==> config.mk <==
export PLATFORM = sky130hd
export DESIGN_NAME = binarization_thresh_ctrl
export DESIGN_NICKNAME = d
export VERILOG_FILES = /design/src/rtl/binarization_thresh_ctrl.sv
export SDC_FILE = /design/constraint.sdc
export NUM_CORES = 1
export LEC_CHECK = 0
export BUFFER_PORTS_ARGS = -buffer_cell sky130_fd_sc_hd__clkbuf_2
export CAP_MARGIN = 20
export CORE_ASPECT_RATIO = 1.25
export CORE_MARGIN = 3
export CORE_UTILIZATION = 45
export DETAILED_ROUTE_END_ITERATION = 8
export REMOVE_ABC_BUFFERS = 1
export SYNTH_ARGS = -nofsm -noshare
export SYNTH_HDL_FRONTEND = slang
export SYNTH_SLANG_ARGS = --single-unit
==> constraint.sdc <==
create_clock -name clk -period 4 [get_ports clk]
set_input_delay 0.8 -clock clk [delete_from_list [all_inputs] [get_ports clk]]
set_output_delay 0.8 -clock clk [all_outputs]
set_load 0.05 [all_outputs]
==> src/rtl/binarization_thresh_ctrl.sv <==
// Per-frame adaptive binarization threshold: mean luma of the previous frame plus offset, clamped.
// Optional build macro THR_IIR_EN blends each new result into the previous threshold (3:1 IIR).
module binarization_thresh_ctrl #(
  parameter logic [7:0] DEFAULT_THR = 8'd64,
  parameter int         CNT_W       = 21,
  parameter int         THR_OFFSET  = 0
) (
  input  logic       clk,
  input  logic       rst,
  input  logic       pre_frame_vsync,
  input  logic       pre_frame_de,
  input  logic [7:0] color,
  input  logic       thr_manual_en,
  input  logic [7:0] thr_manual,
  output logic [7:0] threshold,
  output logic       thr_valid,
  output logic       busy,
  output logic       frame_err
);

  localparam int SUM_W = CNT_W + 8;
  localparam logic [CNT_W-1:0] CNT_ONE = CNT_W'(1);
  localparam logic signed [9:0] OFFSET_S = 10'(THR_OFFSET);

  typedef enum logic [1:0] {
    ST_ACCUM,
    ST_DIVIDE,
    ST_UPDATE
  } state_t;

  state_t           state_q;
  logic             vsync_q;
  logic [SUM_W-1:0] sum_q;
  logic [CNT_W-1:0] count_q;
  logic [SUM_W-1:0] rem_q;
  logic [CNT_W-1:0] cnt_l_q;
  logic [7:0]       quo_q;
  logic [2:0]       idx_q;
  logic [7:0]       comp_q;
  logic [7:0]       thr_q;
  logic             valid_q;
  logic             busy_q;
  logic             err_q;

  logic             rise;
  logic [SUM_W-1:0] div_den;
  logic             div_ge;
  logic signed [9:0] t_s;
  logic [7:0]       t_clamp;
  logic [7:0]       comp_d;

  assign rise    = pre_frame_vsync & ~vsync_q;
  assign div_den = {8'b0, cnt_l_q} << idx_q;
  assign div_ge  = (rem_q >= div_den);

  // Quotient is at most 255 and the offset is 9-bit signed, so 10 bits never overflow.
  assign t_s     = $signed({2'b00, quo_q}) + OFFSET_S;
  assign t_clamp = t_s[9] ? 8'd0 : (t_s[8] ? 8'd255 : t_s[7:0]);

`ifdef THR_IIR_EN
  logic [9:0] iir_sum;
  assign iir_sum = {2'b00, comp_q} + {1'b0, comp_q, 1'b0} + {2'b00, t_clamp};
`endif

  always_comb begin
    comp_d = comp_q;
    if (state_q == ST_UPDATE && cnt_l_q != '0) begin
`ifdef THR_IIR_EN
      comp_d = iir_sum[9:2];
`else
      comp_d = t_clamp;
`endif
    end
  end

  always_ff @(posedge clk) begin
    if (rst) begin
      state_q <= ST_ACCUM;
      vsync_q <= 1'b0;
      sum_q   <= '0;
      count_q <= '0;
      rem_q   <= '0;
      cnt_l_q <= '0;
      quo_q   <= '0;
      idx_q   <= '0;
      comp_q  <= DEFAULT_THR;
      thr_q   <= DEFAULT_THR;
      valid_q <= 1'b0;
      busy_q  <= 1'b0;
      err_q   <= 1'b0;
    end else begin
      vsync_q <= pre_frame_vsync;
      comp_q  <= comp_d;
      thr_q   <= thr_manual_en ? thr_manual : comp_d;

      // Accumulation runs independently of the divider so the next frame is never lost.
      if (rise) begin
        sum_q   <= pre_frame_de ? {{CNT_W{1'b0}}, color} : '0;
        count_q <= pre_frame_de ? CNT_ONE : '0;
      end else if (pre_frame_de) begin
        if (count_q == '1) begin
          err_q <= 1'b1;
        end else begin
          sum_q   <= sum_q + {{CNT_W{1'b0}}, color};
          count_q <= count_q + CNT_ONE;
        end
      end

      case (state_q)
        ST_ACCUM: begin
          if (rise) begin
            rem_q   <= sum_q;
            cnt_l_q <= count_q;
            quo_q   <= '0;
            idx_q   <= 3'd7;
            busy_q  <= 1'b1;
            state_q <= ST_DIVIDE;
          end
        end
        ST_DIVIDE: begin
          if (rise) err_q <= 1'b1;
          if (div_ge) begin
            rem_q        <= rem_q - div_den;
            quo_q[idx_q] <= 1'b1;
          end
          if (idx_q == 3'd0) begin
            valid_q <= (cnt_l_q != '0);
            state_q <= ST_UPDATE;
          end else begin
            idx_q <= idx_q - 3'd1;
          end
        end
        ST_UPDATE: begin
          if (rise) err_q <= 1'b1;
          valid_q <= 1'b0;
          busy_q  <= 1'b0;
          state_q <= ST_ACCUM;
        end
        default: state_q <= ST_ACCUM;
      endcase
    end
  end

  assign threshold = thr_q;
  assign thr_valid = valid_q;
  assign busy      = busy_q;
  assign frame_err = err_q;

endmodule

* Word-level counts from Yosys, hierarchy flattened
Index checks and enable logic that the tools add are counted.
Storage, ports and cells: flip-flop bits (word level) 133, input bits 21, output and inout port bits 11, logic and storage cells 82
Operators by class: add/sub/neg operators 4, $lt $le $gt $ge 3, equality and inequality tests 8, shifts and indexed selects 1, mux-type cells 33, bitwise logic cells 3, reduce and logical (&&, ||, !) cells 17
Operators by type and width (count):
- 29-bit 2-to-1 mux | 5
- 21-bit 2-to-1 mux | 3
- 29-bit one-hot mux with 2 select lines | 1
- 8-bit 2-to-1 mux | 5
- 29-bit by 8-bit adder with 29-bit output | 1
- 29-bit >= comparator | 1
- 21-bit by 3-bit << shifter with 29-bit output | 1
- 29-bit subtractor | 1
- 21-bit by 1-bit adder with 21-bit output, second input constant | 1
- 21-bit == test, second input constant | 1
- 21-bit nonzero test | 1
- 8-bit one-hot mux with 2 select lines | 1
- 2-bit inequality test, second input constant | 5
- 2-bit AND reduction | 5
- 1-bit 2-to-1 mux | 9
- 8-bit bitwise OR | 1
- 2-bit nonzero test | 4
- 3-bit 2-to-1 mux | 2
- 3-bit one-hot mux with 2 select lines | 1
- 3-bit AND reduction | 2
- 3-bit by 4-bit < comparator with 1-bit output, second input constant | 1
- 2-bit 2-to-1 mux | 2
- 1-bit one-hot mux with 2 select lines | 2
- 2-bit one-hot mux with 2 select lines | 1
- 11 further kinds | 12

* Longest topological paths before layout
depth in word-level cells 7, depth in mapped cells 18

* Worst setup path before layout
OpenSTA, ideal clock, no wires.
path type reg-to-reg, start reg idx_q[0], end reg rem_q[28], arrival 3.883 ns, data required time 3.880 ns, slack -0.003 ns, cell stages (with the launch flop) 17, buffers on the path 4, clock period less this slack 4.003 ns, path through dfxtp_1 > clkbuf_1 > buf_1 > clkbuf_1 > a211oi_1 > a21oi_1 > mux2i_1 > ha_1 > a21oi_2 > nor3_1 > o21bai_1 > a2111oi_4 > a21oi_2 > a21bo_1 > buf_2 > mux2_1 > o31a_1
Between the ends: word-level cells in the longest chain between the ends 4, elaborated cells between the ends (all ways) 7
RTL lines:
- start: declaration | RTL line 38 | logic [2:0] idx_q;
- start signal: assignment | RTL line 130 | idx_q <= idx_q - 3'd1;
- 21-bit by 3-bit << shifter with 29-bit output (*) | RTL line 53 | assign div_den = {8'b0, cnt_l_q} << idx_q;
- 29-bit subtractor or 29-bit >= comparator (tied branches) | RTL line 123, 54
- 29-bit 2-to-1 mux or 2-bit inequality test (tied branches)
- 29-bit one-hot mux with 2 select lines or 3-bit AND reduction (tied branches)
- end signal: assignment | RTL line 112 | rem_q <= sum_q;
- end signal: assignment | RTL line 123 | rem_q <= rem_q - div_den;
- end: declaration | RTL line 35 | logic [SUM_W-1:0] rem_q;
Every way passes the cells marked *; elsewhere a longest branch is shown, timed or not. The select of a mux whose other input is x is not followed. A chain may end at the register's enable or synchronous reset.

* Worst setup path in the final report
start reg idx_q[0], end reg quo_q[5]
Between the ends: word-level cells in the longest chain between the ends 7, elaborated cells between the ends (all ways) 12
RTL lines:
- branches (longest 7 deep; another with 29-bit >= comparator)
- end signal: assignment | RTL line 84 | quo_q <= '0;
- end signal: assignment | RTL line 114 | quo_q <= '0;
- end signal: indexed assignment | RTL line 124 | quo_q[idx_q] <= 1'b1;
- end: declaration | RTL line 37 | logic [7:0] quo_q;
Several ways; the timed one is not identified. The select of a mux whose other input is x is not followed.

==> impl_results.md <==
* Residual DRC count at 0
* Power share of the clock group at 0.232
* Initial antenna violation count at 0
* RR Startpoint: idx_q[0]$_SDFFE_PP0P_
* Die area at 19900 um2
* Slew @ Worst Pin at 0.899 ns
* Crit end category: flop
* Combinational power share at 0.513
* Syn Inst Count at 991
* Post-synth EDFFs at 0
* Pin count of the biggest net entering global routing at 85
* Reg power frac at 0.255
* Syn-to-layout area delta at 11.6%
* Synth cell types at 71
* Count of pins over their slew limit at 0
* Ys Warns at 0
* Starting Density at 0.465
* Cts bufs inserted at 17
* Final setup fails at 0
* Reg2reg setup slack at 0.24 ns
* Hold_sp: rem_q[17]$_SDFFE_PP0P_
* Clk root buf: clkbuf_16
* HPWL after DPL at 15100 um
* Final core occ at 0.519
* Fill cell count at 1701
* Clock Skews at 0.0103 ns
* Core Rows at 54
* Average wire per standard cell at 16.4 um
* Post-CTS setup repair buffer count at 0
* Worst vdd rail ir drop at 0.356 mV
* DRT Wirelength at 20400 um
* Worst-path clk slew at 0.06 ns
* Critical Path Fanout Max at 15
* Hold path endpoint: rem_q[17]$_SDFFE_PP0P_
* Vias at 7097
* Global route overflow at 0
* Worst reg2reg endpoint: quo_q[5]$_SDFFE_PP0P_
* Crit path launch type: flop
* Max H-tree Level at 4
* Worst Hold Class: reg -> reg
* Worst R2R Path Depth at 12
* Synth Flop Type: dfxtp_1
* DR iter-0 viols at 436
* PD cells at 684 nW/um2
* NetSw at 2.59 mW
* Final hold slack at 0.462 ns
* Yosys reg bits at 133
* CTS tree: built
* Via/cell ratio at 5.72
* CTS Sinks at 133
* Ys async rst share at 0
* Lkg Pwr at 3.55 nW
* Core area at 17600 um2
* Max-Cap Viols at 0
* Share of layout cells above drive strength 1 at 0.116
* Detail Route Antenna Nets at 0
* Tcrit/Tclk final at 0.941
* Internal at 3.67 mW
* Net Sw Frac at 0.413
* Clock Tree Buf Depth at 2
* GRT Util Overall at 0.207
* RSZ-0062 raised after global routing: false
* Max Clk Rate at 266 MHz
* Critical Path AT at 4.07 ns
* Critical path data required time at 4.31 ns
* Seq/Total Area, Yosys at 0.325
* PortBufs at 31
* Worst rel slew slack at 0.401
* I/O pins at 32
* Outcome: completed
* Critical path class: reg -> reg
* WHS Path Cells at 2
* Syn Std Cell Area at 8200 um2
* Clock Latency Late Sink at 0.42 ns
* First-pass GRT wire length at 33500 um
* Tmin final at 3.76 ns
* Die height at 157 um
* # nets final at 1071
* Syn Area/Cell at 8.27 um2
* Vias in the first global route at 6719
* Die Width at 127 um
* Pre-antenna DRT Iters at 5
* GPL Wtd Cong at 1.01
* Fin. Hold Viols at 0
* ANT cells at 0
[power groups by stage]
stage	logic, mW	clock network (mW)	registers (mW)
detailed placement	3.18	0	1.62
global placement	3.19	0	1.62
global route	3.56	1.54	1.61
finish	3.21	1.45	1.59
floorplan	2.32	0	1.65
CTS	3.21	1.48	1.59
[metal layers]
layer	share of wire	global-route usage	wire length, um
met1	0.45	0.260	9250
met2	0.49	0.360	9880
met3	0.030	0.0319	609
met4	0.030	0.0756	614
met5	0	0	0
[synthesized netlist by cell type (3+ instances only)]
| library cell | count | area (um2) |
|---|---|---|
| a211oi_1 | 27 | 203 |
| a21o_1 | 15 | 113 |
| a21oi_1 | 88 | 440 |
| a21oi_2 | 3 | 26.3 |
| a311oi_1 | 7 | 61.3 |
| a31oi_1 | 9 | 56.3 |
| and2_1 | 4 | 25.0 |
| and3_1 | 7 | 43.8 |
| and4_1 | 6 | 52.6 |
| buf_1 | 5 | 18.8 |
| buf_2 | 5 | 25.0 |
| clkbuf_1 | 43 | 161 |
| dfxtp_1 | 133 | 2660 |
| ha_1 | 42 | 526 |
| inv_1 | 21 | 78.8 |
| mux2_2 | 3 | 33.8 |
| mux2i_1 | 53 | 531 |
| mux4_2 | 12 | 270 |
| nand2_1 | 98 | 368 |
| nand2b_1 | 12 | 75.1 |
| nand3_1 | 26 | 130 |
| nand4_1 | 18 | 113 |
| nor2_1 | 128 | 480 |
| nor2b_1 | 11 | 68.8 |
| nor3_1 | 24 | 120 |
| nor4_1 | 12 | 75.1 |
| o211ai_1 | 12 | 90.1 |
| o21a_1 | 10 | 75.1 |
| o21ai_0 | 32 | 160 |
| o21ai_1 | 3 | 15.0 |
| o21bai_1 | 3 | 22.5 |
| or2_2 | 3 | 18.8 |
| or3_1 | 8 | 50.1 |
| or4_1 | 3 | 22.5 |
| xnor2_1 | 32 | 280 |
| xor2_1 | 23 | 201 |
[repair_timing]
| action | in CTS | in global routing |
|---|---|---|
| resized for setup | 0 | 1 |
| hold buffers | 0 | 0 |
| endpoints found under the setup margin | 0 | 3 |
[worst max-delay path by stage]
stage                               start                      to  slack [ns]  cells after the start
global placement    idx_q[0]$_SDFFE_PP0P_   quo_q[1]$_SDFFE_PP0P_        0.23                     12
global route        idx_q[0]$_SDFFE_PP0P_   quo_q[5]$_SDFFE_PP0P_        0.04                     12
floorplan           idx_q[0]$_SDFFE_PP0P_  rem_q[28]$_SDFFE_PP0P_       -0.64                     12
CTS                 idx_q[0]$_SDFFE_PP0P_   quo_q[5]$_SDFFE_PP0P_        0.25                     12
detailed placement  idx_q[0]$_SDFFE_PP0P_   quo_q[5]$_SDFFE_PP0P_        0.28                     12
finish              idx_q[0]$_SDFFE_PP0P_   quo_q[5]$_SDFFE_PP0P_        0.24                     12
[critical path, stage by stage (launching register included)]
cell and delay, ns:
dfxtp_1 0.32, buf_4 0.27, mux4_2 0.57, mux2i_1 0.20, ha_1 0.32, a21oi_1 0.30
o21bai_1 0.17, a2111oi_4 0.40, a21oi_2 0.15, a21boi_1 0.43, buf_4 0.24, nor4_1 0.07
a22o_1 0.22
[per-stage QoR]
| stage | power (mW) | TNS, ns | std cells | worst slack [ns] | cell area, um2 |
|---|---|---|---|---|---|
| after floorplan | 3.97 | -10.65 | 937 | -0.644 | 7980 |
| after global placement | 4.81 | 0 | 1211 | 0.232 | 8590 |
| after detailed placement | 4.80 | 0 | 1211 | 0.278 | 8590 |
| after CTS | 6.28 | 0 | 1241 | 0.254 | 9140 |
| after global routing | 6.70 | 0 | 1241 | 0.0419 | 9140 |
| final | 6.26 | 0 | 1241 | 0.235 | 9140 |
[final cells by class]
type | instances | area, um2 | area share
well taps | 224 | 280 | 0.0307
clock buffers | 19 | 443 | 0.0484
flip-flops and latches | 133 | 2660 | 0.291
multi-input cells | 781 | 5240 | 0.573
clock inverters | 11 | 108 | 0.0118
inverters | 23 | 90.1 | 0.00985
repair buffers | 50 | 323 | 0.0353
[logic make-up after synthesis]
| kind of cell | share of synthesized area |
|---|---|
| AND/OR/NAND/NOR | 0.216 |
| multiplexers | 0.103 |
| AO/OA/AOI/OAI | 0.192 |
| XOR/XNOR | 0.0588 |
| adder cells (fa/ha/maj) | 0.0690 |
| flip-flops | 0.325 |
| buffers and inverters | 0.0365 |
[registers in the layout, summed over array words and instances (netlist names)]
register and count:
rem_q 29, sum_q 29, cnt_l_q 21, count_q 21, comp_q 8, quo_q 8
threshold 8, idx_q 3, state_q 2, busy 1, frame_err 1, thr_valid 1
vsync_q 1
[cell usage in the layout, fill, tap and decap left out, types with 3 or more instances in the layout]
cell type / netlist / final
nand2_1: 98 / 98
clkinvlp_4: 0 / 6
clkbuf_2: 0 / 30
mux2i_1: 53 / 53
a311oi_1: 7 / 7
clkinv_4: 0 / 4
o21bai_1: 3 / 3
mux2_2: 3 / 3
or2_2: 3 / 3
and4_1: 6 / 6
xor2_1: 23 / 23
a21o_1: 15 / 15
a21oi_2: 3 / 3
o21ai_0: 32 / 32
o21ai_1: 3 / 3
nor3_1: 24 / 24
nand2b_1: 12 / 12
or4_1: 3 / 3
a21oi_1: 88 / 88
o211ai_1: 12 / 12
nand4_1: 18 / 18
a31oi_1: 9 / 9
xnor2_1: 32 / 32
nor2b_1: 11 / 11
nand3_1: 26 / 26
mux4_2: 12 / 12
ha_1: 42 / 41
and3_1: 7 / 7
buf_4: 1 / 17
dfxtp_1: 133 / 133
or3_1: 8 / 8
and2_1: 4 / 4
inv_1: 21 / 21
nor4_1: 12 / 12
nor2_1: 128 / 128
clkbuf_16: 0 / 17
a211oi_1: 27 / 27
o21a_1: 10 / 10
Note: power is estimated with default switching activity, not from simulation.
